[src/rtl/ah_rr_mux_if.sv]
// ah_rr_mux_if: ingress/egress valid-ready bundle for the packet-aware round-robin mux.
interface ah_rr_mux_if #(
  parameter int DATA_W  = 85,
  parameter int NUM_ING = 15,
  parameter int SEL_W   = 4
);
  logic [NUM_ING*DATA_W-1:0] ing_data;
  logic [NUM_ING-1:0]        ing_valid;
  logic [NUM_ING-1:0]        ing_last;
  logic [NUM_ING-1:0]        ing_ready;
  logic [DATA_W-1:0]         egr_data;
  logic                      egr_valid;
  logic                      egr_last;
  logic [SEL_W-1:0]          egr_src;
  logic                      egr_ready;
  modport slave (
    input  ing_data, ing_valid, ing_last, egr_ready,
    output ing_ready, egr_data, egr_valid, egr_last, egr_src
  );
  modport master (
    output ing_data, ing_valid, ing_last, egr_ready,
    input  ing_ready, egr_data, egr_valid, egr_last, egr_src
  );
endinterface

[src/rtl/ah_rr_mux.sv]
// ah_rr_mux: N-to-1 packet-aware round-robin valid/ready mux with a registered egress stage.
module ah_rr_mux #(
  parameter int DATA_W  = 85,
  parameter int NUM_ING = 15,
  parameter int SEL_W   = 4
) (
  input logic         clk,
  input logic         rst_n,
  ah_rr_mux_if.slave  bus
);
  typedef enum logic {IDLE, LOCKED} state_t;
  state_t           state, state_nxt;
  logic [SEL_W-1:0] rr_ptr, rr_nxt, cur, cur_nxt, grant, sel;
  logic             found, slot_free, go, accept, beat_last;
  int               idx;
  // Scan farthest-to-nearest so the port closest after rr_ptr is written last and wins.
  always_comb begin
    grant = '0;
    found = 1'b0;
    idx   = 0;
    for (int k = NUM_ING; k >= 1; k--) begin
      idx = (int'(rr_ptr) + k) % NUM_ING;
      if (bus.ing_valid[idx]) begin
        grant = SEL_W'(idx);
        found = 1'b1;
      end
    end
  end
  assign slot_free     = !bus.egr_valid || bus.egr_ready;
  assign sel           = (state == LOCKED) ? cur : grant;
  assign go            = rst_n && slot_free && (state == LOCKED || found);
  assign bus.ing_ready = go ? (NUM_ING'(1) << sel) : '0;
  assign beat_last     = bus.ing_last[sel];
  assign accept        = go && bus.ing_valid[sel];
  always_comb begin
    state_nxt = state;
    rr_nxt    = rr_ptr;
    cur_nxt   = cur;
    if (accept && beat_last) begin
      state_nxt = IDLE;
      rr_nxt    = sel;
    end else if (accept && state == IDLE) begin
      state_nxt = LOCKED;
      cur_nxt   = sel;
    end
  end
  always_ff @(posedge clk or negedge rst_n) begin
    if (!rst_n) begin
      state  <= IDLE;
      rr_ptr <= SEL_W'(NUM_ING - 1);
      cur    <= '0;
    end else begin
      state  <= state_nxt;
      rr_ptr <= rr_nxt;
      cur    <= cur_nxt;
    end
  end
  always_ff @(posedge clk or negedge rst_n) begin
    if (!rst_n) begin
      bus.egr_valid <= 1'b0;
      bus.egr_last  <= 1'b0;
      bus.egr_data  <= '0;
      bus.egr_src   <= '0;
    end else if (accept) begin
      bus.egr_valid <= 1'b1;
      bus.egr_last  <= beat_last;
      bus.egr_data  <= bus.ing_data[sel*DATA_W +: DATA_W];
      bus.egr_src   <= sel;
    end else if (bus.egr_ready) begin
      bus.egr_valid <= 1'b0;
    end
  end
endmodule

[src/flat_wrapper.sv]
// flat-port wrapper written by rule: the top's interface ports become plain ports
module ah_rr_mux_flat 
#(
  parameter int DATA_W  = 85,
  parameter int NUM_ING = 15,
  parameter int SEL_W   = 4
)
  (clk, rst_n, bus_ing_data, bus_ing_valid, bus_ing_last, bus_egr_ready, bus_ing_ready, bus_egr_data, bus_egr_valid, bus_egr_last, bus_egr_src);
  ah_rr_mux_if #(.DATA_W(DATA_W), .NUM_ING(NUM_ING), .SEL_W(SEL_W)) bus_i ();
  input logic clk;
  input logic rst_n;
  input wire logic [$bits(bus_i.ing_data)-1:0] bus_ing_data;
  input wire logic [$bits(bus_i.ing_valid)-1:0] bus_ing_valid;
  input wire logic [$bits(bus_i.ing_last)-1:0] bus_ing_last;
  input wire logic [$bits(bus_i.egr_ready)-1:0] bus_egr_ready;
  output wire logic [$bits(bus_i.ing_ready)-1:0] bus_ing_ready;
  output wire logic [$bits(bus_i.egr_data)-1:0] bus_egr_data;
  output wire logic [$bits(bus_i.egr_valid)-1:0] bus_egr_valid;
  output wire logic [$bits(bus_i.egr_last)-1:0] bus_egr_last;
  output wire logic [$bits(bus_i.egr_src)-1:0] bus_egr_src;
  assign bus_i.ing_data = bus_ing_data;
  assign bus_i.ing_valid = bus_ing_valid;
  assign bus_i.ing_last = bus_ing_last;
  assign bus_i.egr_ready = bus_egr_ready;
  assign bus_ing_ready = bus_i.ing_ready;
  assign bus_egr_data = bus_i.egr_data;
  assign bus_egr_valid = bus_i.egr_valid;
  assign bus_egr_last = bus_i.egr_last;
  assign bus_egr_src = bus_i.egr_src;
  ah_rr_mux #(.DATA_W(DATA_W), .NUM_ING(NUM_ING), .SEL_W(SEL_W)) u_core (.clk(clk), .rst_n(rst_n), .bus(bus_i));
endmodule
[config.mk]
export PLATFORM = sky130hd
export DESIGN_NAME = ah_rr_mux_flat
export DESIGN_NICKNAME = d
export VERILOG_FILES = /design/src/rtl/ah_rr_mux_if.sv /design/src/rtl/ah_rr_mux.sv /design/src/flat_wrapper.sv
export SDC_FILE = /design/constraint.sdc
export NUM_CORES = 1
export LEC_CHECK = 0
export CELL_PAD_IN_SITES_DETAIL_PLACEMENT = 2
export CELL_PAD_IN_SITES_GLOBAL_PLACEMENT = 2
export CORE_AREA = 2 2 544 546
export DETAILED_ROUTE_END_ITERATION = 10
export DIE_AREA = 0 0 546 548
export MAX_ROUTING_LAYER = met4
export PLACE_DENSITY_LB_ADDON = 0.1
export SYNTH_ARGS = -nofsm -noshare
export SYNTH_HDL_FRONTEND = slang
export SYNTH_SLANG_ARGS = --single-unit
[constraint.sdc]
create_clock -name clk -period 20.9 [get_ports clk]
set_clock_uncertainty 0.15 [all_clocks]
set_input_delay 2.09 -clock clk [delete_from_list [all_inputs] [get_ports clk]]
set_output_delay 2.09 -clock clk [all_outputs]
set_load 0.01 [all_outputs]
==> results.cfg <==
[grt]
grt_util_met2_pct = 38.1
grt_pass1_wl_um = 415000
grt.busiest_layer = met2
grt_antenna_before_repair = 191
grt.overflow.total = 0
grt_util_met1_pct = 25.8
grt_use_total_pct = 21.6
grt_pass1_vias = 37766
grtUsageMet3_pct = 3.81
grt_max_degree = 130

[timing]
tightest_slew_ns = 1.38
fin_setup_tns_ns = 0
relSlewSlack_pct = 5.12
period_minus_slack_ns = 11.41
drv_slew = 0
rsz0062_at_grt = false
final-hold-violation-count = 0
clock.fmax_mhz = 87.7
setup_violations = 0
hold_slack_ns = 0.350
finalCritPeriodShare_pct = 54.6

[routing]
finalWirelength_um = 326000
first_iter_violations = 1876
route.detailed.drc = 0
via_per_inst = 4.11
ant_nets = 0
post_drt_wl_per_cell_um = 37.6
vias = 35600
firstDrtPassIters = 5

[clocking]
cts_tree = yes
clkLatencyLatePin_ns = 0.48
cts_root_buf = clkbuf_16
cts.sinks = 100
ctsResizeCount = 0
path_clk_slew_ns = 0.12
clockBufferDepth = 2
ctsHoldBuffers = 0
htreeDepth = 3
postCtsSetupBuffers = 0
cts_buffers = 9

[finish]
syn_to_final_growth_pct = 75.2
fill_cells = 34382
regArea_um2 = 2510
multi_input_area_um2 = 20600
layout-drive-gt1-share_pct = 5.73
final_nets = 5994

[synth]
syn-instance-count = 3486
yosys-top-cells-area = mux2i_1, dfrtp_1, nand2_1, o211ai_1, nand3_1
syn_area_per_cell_um2 = 7.16
syn_nets = 4829
ys_top_cells_by_count = nand2_1, mux2i_1, nand3_1
synth_top_cell_area_share_pct = 18.0
seq_area_frac_synth_pct = 10.0
synth_seq_cells = 100
synthArstFlopShare_pct = 100
yosys_warnings = 0
synth_edf_count = 0
synth-main-ff-cell = dfrtp_1
synth_top_area_cell = mux2i_1
yosysUniqueCellTypes = 131
synth.cell_area_um2 = 25000
yosys.cell_count.top_type = nand2_1

[die]
die_x_um = 546
row_count = 199
dieHeight_um = 548
die-area_um2 = 299000
start_util_pct = 8.52
coreArea_um2 = 293000
io_pins = 1414

[setup_path]
worstSetupPathType = reg2out
slowest_delay_ns = 0.84
cp-end-kind = output port
r2r_cells = 22
cp_common_cell = nor3_1
crit_chain = clkinv_1, ha_1, a21oi_2, inv_1, ha_1, and4b_1, nand2_1, nor3_1, nor3_1, a2111oi_2, nor4_1, nor3_1, a211oi_1, o41ai_1, buf_4, a2bb2oi_4, buf_4, or2_1, nand2b_1, nor3_1, clkdlybuf4s50_1
reg2reg_from = u_core.rr_ptr[2]$_DFFE_PN1P_
critPathSlowestCell = nor3_1
start_kind = flop
cp_max_fo = 31
r2r_end = u_core.bus.egr_data[12]$_DFFE_PN0P_
cp_data_required_time_ns = 18.66
arrival_ns = 9.17
r2r_setup_slack_ns = 9.76

[place]
io_buffers = 1413
post-dp-hpwl_um = 275000
gp_congestion = 0.876

[run]
cap_viol_max_count = 0

[min_path]
min_path_type = reg2reg
hold_start = u_core.bus.egr_src[3]$_DFFE_PN0P_
min_delay_path_depth = 2
min_to = u_core.bus.egr_src[3]$_DFFE_PN0P_

[outcome]
status = complete, no violations
==> flip-flops by register name, summed over array words and instances (netlist names) <==
signal / cells
u_core.bus.egr_valid: 1
u_core.rr_ptr: 4
u_core.bus.egr_last: 1
u_core.bus.egr_src: 4
u_core.state: 1
u_core.bus.egr_data: 85
u_core.cur: 4
==> cells by family after synthesis <==
group | Yosys count | synth area share, %
AND/OR/NAND/NOR | 1198 | 23.5
XOR/XNOR | 35 | 1.50
buffers and inverters | 422 | 8.04
flip-flops | 100 | 10.0
AO/OA/AOI/OAI | 1222 | 35.7
multiplexers | 474 | 19.5
adder cells (fa/ha/maj) | 35 | 1.75
==> stage by stage <==
step / utilization [%] / setup slack (ns) / instances / area, um^2
finish: 14.9 / 9.49 / 8669 / 43800
global route: 14.9 / 8.80 / 8651 / 43700
CTS: 14.9 / 9.07 / 8575 / 43500
detailed placement: 14.7 / 9.49 / 8559 / 43200
global placement: 14.7 / 9.56 / 8559 / 43200
floorplan: - / 11.46 / 3486 / 25000
==> layout make-up <==
type / count / area share (%)
multi-input combinational: 2964 / 47.1
clock inverter: 6 / 0.180
antenna: 94 / 0.538
tap: 3919 / 11.2
clock buffer: 10 / 0.546
inverter: 50 / 0.429
timing repair buffer: 1526 / 34.3
sequential: 100 / 5.74
==> worst max path at each step <==
stage                                       from                                   to  slack (ns)  cells past startpoint
finish              u_core.rr_ptr[2]$_DFFE_PN1P_                     bus_ing_ready[7]        9.49                     21
global route        u_core.rr_ptr[2]$_DFFE_PN1P_                    bus_ing_ready[10]        8.80                     20
CTS                 u_core.rr_ptr[2]$_DFFE_PN1P_                    bus_ing_ready[10]        9.07                     20
detailed placement  u_core.rr_ptr[2]$_DFFE_PN1P_  u_core.bus.egr_data[12]$_DFFE_PN0P_        9.49                     22
global placement    u_core.rr_ptr[2]$_DFFE_PN1P_  u_core.bus.egr_data[12]$_DFFE_PN0P_        9.56                     22
floorplan           u_core.rr_ptr[0]$_DFFE_PN0P_                    bus_ing_ready[13]       11.46                     31
==> cell usage in the layout, fill, tap and decap left out, types with 10 or more instances in the layout <==
| master | netlist | layout |
|---|---|---|
| a2111oi_0 | 12 | 12 |
| a211o_1 | 11 | 11 |
| a211oi_1 | 120 | 119 |
| a21o_1 | 16 | 16 |
| a21oi_1 | 161 | 158 |
| a21oi_2 | 7 | 10 |
| a221oi_1 | 86 | 86 |
| a22oi_1 | 19 | 19 |
| a311oi_1 | 10 | 10 |
| a31oi_1 | 25 | 25 |
| and2_0 | 10 | 10 |
| and2_1 | 90 | 89 |
| and3_1 | 20 | 19 |
| buf_4 | 40 | 110 |
| clkdlybuf4s50_1 | 0 | 1404 |
| dfrtp_1 | 97 | 96 |
| diode_2 | 0 | 94 |
| ha_1 | 35 | 34 |
| inv_1 | 42 | 41 |
| mux2i_1 | 450 | 446 |
| nand2_1 | 462 | 461 |
| nand2b_1 | 31 | 31 |
| nand3_1 | 287 | 285 |
| nand4_1 | 14 | 14 |
| nor2_1 | 105 | 103 |
| nor2b_1 | 13 | 12 |
| nor3_1 | 57 | 57 |
| nor4_1 | 19 | 19 |
| o2111ai_1 | 19 | 19 |
| o211ai_1 | 203 | 203 |
| o21a_1 | 17 | 16 |
| o21ai_0 | 148 | 148 |
| o21ai_1 | 17 | 17 |
| o221ai_1 | 11 | 11 |
| o22ai_1 | 99 | 99 |
| o31ai_1 | 90 | 90 |
| or3_1 | 13 | 13 |
| xnor2_1 | 23 | 22 |
==> worst max-delay path: cells and delay by family, from the launching register on <==
family / cells / cell delay [ns]
and+or+nand+nor: 9 / 3.45
buffers and inverters: 5 / 2.03
AOI/OAI and AO/OA: 5 / 1.48
adders and majority gates: 2 / 1.08
DFF: 1 / 0.55
==> routing by layer <==
layer / routed length [um] / part of all wire [%]
met3: 14600 / 4.5
met5: 0 / 0
met1: 140000 / 43
met2: 166000 / 51
met4: 5670 / 1.7
Power is not shown: default switching activity piles up to over one toggle a cycle in this logic, so the estimate is an artifact.
